===== src/rtl/reg_writeback_ctrl.sv =====
// reg_writeback_ctrl: register-file write-port arbiter and per-register load scoreboard
module reg_writeback_ctrl #(
   parameter int LD_DEPTH = 4
) (
   input  logic        clk,
   input  logic        rst_n,
   input  logic        alu_wen,
   input  logic [4:0]  alu_rd,
   input  logic [31:0] alu_data,
   input  logic        ld_issue,
   input  logic [4:0]  ld_rd,
   output logic        ld_issue_ready,
   input  logic        ld_resp_valid,
   input  logic [31:0] ld_resp_data,
   output logic        ld_resp_ready,
   input  logic [4:0]  rs1_addr,
   input  logic [4:0]  rs2_addr,
   output logic        rs1_busy,
   output logic        rs2_busy,
   output logic        RegWEn,
   output logic [4:0]  AddrD,
   output logic [31:0] DataD,
   output logic [1:0]  wb_err
);
   localparam int AW = $clog2(LD_DEPTH);
   localparam int CW = $clog2(LD_DEPTH + 1);
   logic [4:0]    fifo [LD_DEPTH];
   logic [AW-1:0] wptr, rptr;
   logic [CW-1:0] cnt;
   logic [CW-1:0] pending [32];
   logic [CW-1:0] pend_nxt [32];
   logic          hold_valid, from_load;
   logic [4:0]    hold_rd, sel_rd;
   logic [31:0]   hold_data, sel_data;
   logic          push, resp_acc, pop, sel_valid;
   assign ld_issue_ready = cnt != CW'(LD_DEPTH);
   assign ld_resp_ready  = !hold_valid;
   assign push     = ld_issue && ld_issue_ready;
   assign resp_acc = ld_resp_valid && ld_resp_ready;
   assign pop      = resp_acc && cnt != '0;
   assign rs1_busy = rs1_addr != 5'd0 && (pending[rs1_addr] != '0 || (RegWEn && AddrD == rs1_addr));
   assign rs2_busy = rs2_addr != 5'd0 && (pending[rs2_addr] != '0 || (RegWEn && AddrD == rs2_addr));
   // write-port priority: ALU, then held response, then a fresh response
   always_comb begin
      sel_valid = alu_wen || hold_valid || pop;
      sel_rd    = alu_wen ? alu_rd : hold_valid ? hold_rd : fifo[rptr];
      sel_data  = alu_wen ? alu_data : hold_valid ? hold_data : ld_resp_data;
   end
   // pending count per register: +1 on load issue, -1 when its write commits
   always_comb begin
      for (int i = 0; i < 32; i++) begin
         pend_nxt[i] = pending[i];
         if (push && i != 0 && ld_rd == 5'(i)) pend_nxt[i] = pend_nxt[i] + CW'(1);
         if (RegWEn && from_load && AddrD == 5'(i)) pend_nxt[i] = pend_nxt[i] - CW'(1);
      end
   end
   // destination-tag storage; contents are don't-care while empty so no reset
   always_ff @(posedge clk) begin
      if (push) fifo[wptr] <= ld_rd;
   end
   // fifo pointers and occupancy
   always_ff @(posedge clk or negedge rst_n) begin
      if (!rst_n) begin
         wptr <= '0;
         rptr <= '0;
         cnt  <= '0;
      end else begin
         wptr <= wptr + AW'(push);
         rptr <= rptr + AW'(pop);
         cnt  <= cnt + CW'(push) - CW'(pop);
      end
   end
   // hold captures a response that lost the port to the ALU, drains on the first ALU-free cycle
   always_ff @(posedge clk or negedge rst_n) begin
      if (!rst_n) begin
         hold_valid <= 1'b0;
         hold_rd    <= '0;
         hold_data  <= '0;
      end else if (pop && alu_wen) begin
         hold_valid <= 1'b1;
         hold_rd    <= fifo[rptr];
         hold_data  <= ld_resp_data;
      end else if (!alu_wen) begin
         hold_valid <= 1'b0;
      end
   end
   // registered write port; writes to x0 never assert the enable
   always_ff @(posedge clk or negedge rst_n) begin
      if (!rst_n) begin
         RegWEn    <= 1'b0;
         AddrD     <= '0;
         DataD     <= '0;
         from_load <= 1'b0;
      end else begin
         RegWEn    <= sel_valid && sel_rd != 5'd0;
         from_load <= sel_valid && !alu_wen;
         if (sel_valid) begin
            AddrD <= sel_rd;
            DataD <= sel_data;
         end
      end
   end
   // scoreboard counters and sticky error flags
   always_ff @(posedge clk or negedge rst_n) begin
      if (!rst_n) begin
         for (int i = 0; i < 32; i++) pending[i] <= '0;
         wb_err <= '0;
      end else begin
         pending <= pend_nxt;
         wb_err  <= wb_err | {resp_acc && cnt == '0, alu_wen && alu_rd != 5'd0 && pending[alu_rd] != '0};
      end
   end
endmodule


===== config.mk =====
export PLATFORM = sky130hd
export DESIGN_NAME = reg_writeback_ctrl
export DESIGN_NICKNAME = d
export VERILOG_FILES = /design/src/rtl/reg_writeback_ctrl.sv
export SDC_FILE = /design/constraint.sdc
export NUM_CORES = 1
export LEC_CHECK = 0
export ABC_CLOCK_PERIOD_IN_PS = 2400
export BUFFER_PORTS_ARGS = -buffer_cell sky130_fd_sc_hd__buf_2
export CAP_MARGIN = 15
export CORE_AREA = 5 5 168 170
export CTS_CLUSTER_SIZE = 40
export DETAILED_ROUTE_END_ITERATION = 12
export DIE_AREA = 0 0 173 175
export MAX_ROUTING_LAYER = met4
export SLEW_MARGIN = 15
export SYNTH_ARGS = -nofsm -noshare
export SYNTH_HDL_FRONTEND = slang
export SYNTH_SLANG_ARGS = --single-unit

===== constraint.sdc =====
create_clock -name clk -period 2.4 [get_ports clk]
set_input_delay 0.12 -clock clk [delete_from_list [all_inputs] [get_ports clk]]
set_output_delay 0.12 -clock clk [all_outputs]
set_load 0.05 [all_outputs]

## Yosys cells after proc, flatten, opt, wreduce, memory -nomap -nowiden

Memories as Yosys holds them, arrays and structs flattened.
Index checks and enable logic that the tools add are counted.
Widths: inputs -> output; s select.

- Multiplexer cells: 79
- Equality and inequality tests: 66
- $lt $le $gt $ge: 3
- Reductions and logical operators: 93
- Bitwise operators: 4
- $add $sub $neg: 67

Operators by type and width:

| cell | count |
|---|---|
| $mux 3 | 68 |
| $eq 5x5->1 const B | 32 |
| $sub 3x1->3 const B | 32 |
| $add 3x1->3 const B | 31 |
| $eq 5x4->1 const B | 16 |
| $logic_and 1x1->1 | 77 |
| $mux 32 | 2 |
| $bmux 3 s5 | 3 |
| $eq 5x3->1 const B | 8 |
| $eq 5x2->1 const B | 4 |
| $reduce_bool 5->1 | 4 |
| $ge 6x6->1 const B | 3 |
| $not 5->6 | 3 |
| $reduce_bool 3->1 | 4 |
| $eq 5x1->1 const B | 2 |
| $eq 5x5->1 | 2 |
| $mux 5 | 2 |
| $logic_not 5->1 | 1 |
| $add 2x1->2 | 2 |
| $logic_or 1x1->1 | 4 |
| $mux 1 | 4 |
| $add 3x1->3 | 1 |
| $logic_not 3->1 | 1 |
| $ne 3x3->1 const B | 1 |
| 4 further kinds | 5 |

- Logic and storage cells: 356
- Input bits: 89
- Register bits: 182
- Bits in writable memories: 20
- Memories kept: 1
- Output and inout port bits: 44

Memory list:

| name | depth | width | rd ports | clocked after memory_dff | write ports | RTL line | text |
|---|---|---|---|---|---|---|---|
| fifo | 4 | 5 | 1 | 0 | 1 | 27 | `logic [4:0] fifo [LD_DEPTH];` |

## Longest topological paths before layout

- Depth after elaboration: 7
- Mapped depth: 10
- Depth with buffers taken out: 8

## Least setup slack after synthesis

OpenSTA, ideal clock, no wires.

- Kind: register to output
- Start: register AddrD[0]
- End: output rs2_busy
- Stages on the path, launching flop included: 6
- Data arrival time: 2286 ps
- Path buffers: 1
- Data required time: 2280 ps
- Slack: -6 ps
- Cells stage by stage: dfrtp_1 clkbuf_1 or4_1 o211ai_1 nor2_1 or4_1

- Word-level cells in the longest chain between the ends: 4

Ends and longest elaborated chain:

| what | RTL line | text |
|---|---|---|
| from (decl) | 21 | `output logic [4:0] AddrD,` |
| from (signal assigned) | 98 | `AddrD <= sel_rd;` |
| $eq 5x5->1 | 42 | `assign rs2_busy = rs2_addr != 5'd0 && (pending[rs2_addr] != '0 \|\| (RegWEn && AddrD == rs2_addr));` |
| $logic_and 1x1->1 | 42 |  |
| $logic_or 1x1->1 | 42 |  |
| $logic_and 1x1->1 | 42 |  |
| to (decl) | 19 | `output logic rs2_busy,` |

No other way between the ends.

## Final worst setup path

- Start: register pending[77] in the netlist's numbering
- End: output rs1_busy

- Word-level cells in the longest chain between the ends: 6

Ends and longest elaborated chain:

| what | RTL line | text |
|---|---|---|
| from (decl) | 30 | `logic [CW-1:0] pending [32];` |
| from (signal assigned) | 109 | `pending <= pend_nxt;` |
| $bmux 3 s5 | 41 | `assign rs1_busy = rs1_addr != 5'd0 && (pending[rs1_addr] != '0 \|\| (RegWEn && AddrD == rs1_addr));` |
| $mux 3 (not written as such) (2 in a row) | 41 |  |
| $reduce_bool 3->1 | 41 |  |
| $logic_or 1x1->1 | 41 |  |
| $logic_and 1x1->1 | 41 |  |
| to (decl) | 18 | `output logic rs1_busy,` |

No other way between the ends. The select of a mux whose other input is x is not followed.

==> summary.md <==
| Metric | Value |
|---|---|
| Run status | `complete, but fails checks` |
| Violated checks | `negative setup slack` |
| Most common library cell in the layout ignoring fill and taps | `sky130_fd_sc_hd__dfrtp_1` |
| Fin crit share | `111%` |
| Flip-flop and latch count after synthesis | `roughly 200` |
| Filler-free cell count of the finished design | `approximately 1,700` |
| Initial Utilization | `between 40% and 50%` |
| Min-Delay Path Depth | `2` |
| Vias in the first global route | `between 9,000 and 10,000` |
| Buffers from clock root to sink, at most | `3` |
| Count of TritonRoute iterations in the first routing pass | `5` |
| Total global routing overflow | `0` |
| Multi-input gate area | `6540 um2` |
| List of cells traversed by the critical path | `mux4_2, a2111oi_4, o41ai_1, or4_4, buf_6` |
| Logic depth of the worst path, buffers included | `5` |
| Clk Tree Root Cell | `sky130_fd_sc_hd__clkbuf_16` |
| Sum of negative setup slack | `-0.518 ns` |
| PortBufs | `approximately 130` |
| Area Growth Syn to Fin | `30.0%` |
| Overall die width | `173 um` |
| Kind of capture point of the worst setup path | `output port` |
| Antenna violations before repair | `0` |
| Netlist area before placement | `11,800 um2` |
| Number of design rule violations left after detail routing | `0` |
| Final net count | `~1,500` |
| Transition at the pin with the smallest max-transition slack | `just under 0.8 ns` |
| Buffer and inverter count on the worst path | `1` |
| Ports | `133` |
| Routed WL per cell | `18.6 um` |
| Largest net degree at the start of global routing | `67` |
| Placed wire-length estimate | `22,600 um` |
| Crit path largest cell delay | `~0.56 ns` |
| Met2 capacity usage during global routing | `a little over a third` |
| Power per unit of standard cell area | `1100 nW/um2` |
| Vertical extent of the die | `approximately 180 um` |
| Met3 routing resource usage after global routing | `under 10%` |
| Cell count of the worst reg-to-reg path | `8` |
| Final Routed Wirelength | `~32,000 um` |
| Number of buffers inserted during clock tree synthesis | `25` |
| Slew HR | `46.8%` |
| Fmax | `376 MHz` |
| Fin crit period | `about 2.7 ns` |
| Worst voltage drop across the vdd grid | `584 uV` |
| TritonCTS clock tree | `yes` |
| Number of rows created at floorplan | `60` |
| Gpl congestion | `0.848` |
| Worst min-delay path category | `input port to register` |
| Sequential cell area | `5160 um2` |
| Worst setup path category | `register to output port` |
| 1st-iter DRT viols | `roughly 670` |
| Reg clk slew, reported paths | `~0.060 ns` |
| Most frequently used flop master after synthesis | `sky130_fd_sc_hd__dfrtp_1` |
| Area of the core | `~27,000 um2` |
| Number of nets in the synthesized netlist | `1,234` |
| Number of filler cells placed in the layout | `approximately 2,200` |
| Fraction of met1 tracks used by global routing | `between 20% and 30%` |
| N_diodes | `0` |
| First-pass GRT wire length | `approximately 53,000 um` |
| Sequential element share of the synthesized area | `a little over two fifths` |
| GRT Max-Usage Layer | `met2` |
| Worst Slack Setup Final | `-0.263 ns` |
| Minimum setup slack after placement | `-0.0863 ns` |
| Count of max-cap constraint violations | `0` |
| Pins over their slew limit | `0` |
| Synthesis Warnings | `0` |
| Avg Vias per Cell | `5.32` |
| Overall Global Routing Usage | `21.8%` |
| Share of synthesized registers carrying an async set or reset | `90.1%` |
| Synthesized netlist cell count | `1,080` |
| Fraction of layout instances using a drive strength above 1 | `between 20 and 30%` |
| Number of distinct library cells after synthesis | `64` |
| Required time at the worst-slack endpoint | `between 2 and 2.5 ns` |
| Endpoints failing hold | `0` |
| Die Footprint | `30,300 um2` |
| Maximum fanout along the worst path | `3` |
| Leak pwr | `around 0.0065 uW` |
| Post-Route Hold Slack | `0.0159 ns` |
| Mean instance size in the synthesized netlist | `between 10 and 15 um2` |
| Kind of launch point of the worst setup path | `register` |
| Commonest non-fill, non-tap cells in the layout | `sky130_fd_sc_hd__dfrtp_1, sky130_fd_sc_hd__buf_2, sky130_fd_sc_hd__buf_4, sky130_fd_sc_hd__nand2_1, sky130_fd_sc_hd__mux2i_1` |
| Setup repair after global routing missed its margin | `yes` |
| Placed cell count | `roughly 1,600` |
| Clk sink count | `202` |
| Endpoints failing setup | `2` |
| CTS H-tree depth | `1` |
| Number of antenna-violating nets in the routed design | `0` |
| Endpoint arrival time on the critical path | `about 2.5 ns` |
| Number of enable-type register cells in the synthesized netlist | `20` |
| Clock Skew | `0.00979 ns` |
| Clock latency on the worst-skew pair | `about 0.52 ns` |
| Slowest cell on the critical path | `sky130_fd_sc_hd__or4_4` |
| DR vias | `just over 9,000` |
| Worst path top cell family by delay | `simple AND/OR/NAND/NOR gates` |
==> where the power goes <==
group,switching (uW),internal (uW)
logic,3710,3480
clock network,1490,2220
registers,1230,4750
==> logic make-up (layout without fill, tap and decap cells) <==
| group | count (synthesis) | count (layout) | share of synthesized area, % |
|---|---|---|---|
| simple gates | 320 | 320 | 12.8 |
| mux | 163 | 163 | 16.7 |
| xor+xnor | 142 | 142 | 10.9 |
| fa+ha+maj | 65 | 65 | 6.98 |
| compound gates | 117 | 117 | 6.08 |
| buf+inv | 71 | 379 | 2.70 |
| flops | 202 | 202 | 43.8 |
==> worst register-to-register path, delay by kind of cell (launching register included) <==
kind                     cells  cell delay, ns
AND/OR/NAND/NOR              4            1.07
XOR/XNOR                     3            0.57
flip-flops                   1            0.38
adder cells (fa/ha/maj)      1            0.20
==> metrics by stage <==
step                instance area [um2]  power, uW  utilization (%)
floorplan                         11800      10300                -
global placement                  13500      12400             50.7
detailed placement                13500      12600             50.7
CTS                               15100      16700             56.8
global route                      15300      18100             57.5
finish                            15300      16900             57.5
==> per-layer routing <==
| layer | vias up | part of all wire [%] |
|---|---|---|
| met1 | 4455 | 45 |
| li1 | 4412 | - |
| met3 | 56 | 5.9 |
| met4 | 0 | 2.0 |
| met5 | - | 0 |
| met2 | 272 | 47 |
==> what timing repair did <==
| item | CTS | global route |
|---|---|---|
| hold endpoints to repair | 121 | 0 |
| endpoints found under the setup margin | 17 | 15 |
| pin swaps | 1 | 9 |
| buffers inserted | 0 | 7 |
| resized for setup | 20 | 37 |
| hold buffers | 70 | 0 |
==> path summary, 6_finish.rpt <==
path                            slack (ns)           to         from
worst max-delay path                 -0.26     rs1_busy  pending[77]
worst min-delay path                  0.02   fifo[3][3]     ld_rd[3]
worst max register to register        0.07  pending[50]       cnt[1]
worst min register to register        0.47    wb_err[1]    wb_err[1]
max in group asynchronous             1.49     DataD[6]        rst_n
min in group asynchronous             0.12    DataD[26]        rst_n
==> registers in the layout, summed over array words and instances (netlist names) <==
name / count
hold_rd: 5
wptr: 2
pending: 96
fifo: 20
hold_data: 32
from_load: 1
wb_err: 2
rptr: 2
DataD: 32
hold_valid: 1
cnt: 3
AddrD: 5
RegWEn: 1
==> cell usage after synthesis, types with 6 or more instances <==
library cell / count / area (um2)
sky130_fd_sc_hd__dfrtp_1: 182 / 4550
sky130_fd_sc_hd__nand2_1: 112 / 420
sky130_fd_sc_hd__mux2i_1: 99 / 991
sky130_fd_sc_hd__xor2_1: 74 / 648
sky130_fd_sc_hd__nor3_1: 70 / 350
sky130_fd_sc_hd__ha_1: 64 / 801
sky130_fd_sc_hd__xnor2_1: 63 / 552
sky130_fd_sc_hd__nor2_1: 62 / 233
sky130_fd_sc_hd__a21oi_1: 47 / 235
sky130_fd_sc_hd__mux2_2: 43 / 484
sky130_fd_sc_hd__o21ai_0: 35 / 175
sky130_fd_sc_hd__clkbuf_1: 30 / 113
sky130_fd_sc_hd__buf_2: 20 / 100
sky130_fd_sc_hd__edfxtp_1: 20 / 601
sky130_fd_sc_hd__mux4_2: 17 / 383
sky130_fd_sc_hd__nand3_1: 14 / 70.1
sky130_fd_sc_hd__inv_1: 11 / 41.3
sky130_fd_sc_hd__nand4_1: 9 / 56.3
sky130_fd_sc_hd__nor2b_1: 8 / 50.1
sky130_fd_sc_hd__a2111oi_0: 7 / 61.3
sky130_fd_sc_hd__a211oi_1: 7 / 52.6
sky130_fd_sc_hd__nor4_1: 7 / 43.8
sky130_fd_sc_hd__nand2b_1: 6 / 37.5
==> final cells by class <==
class	count	share of cell area, %
Multi-Input combinational cell	807	42.8
Inverter	14	0.344
Tap cell	341	2.79
Clock buffer	33	4.48
Sequential cell	202	33.7
Clock inverter	12	0.777
Timing Repair Buffer	320	15.1
No activity file was read; power rests on OpenSTA's default activity.
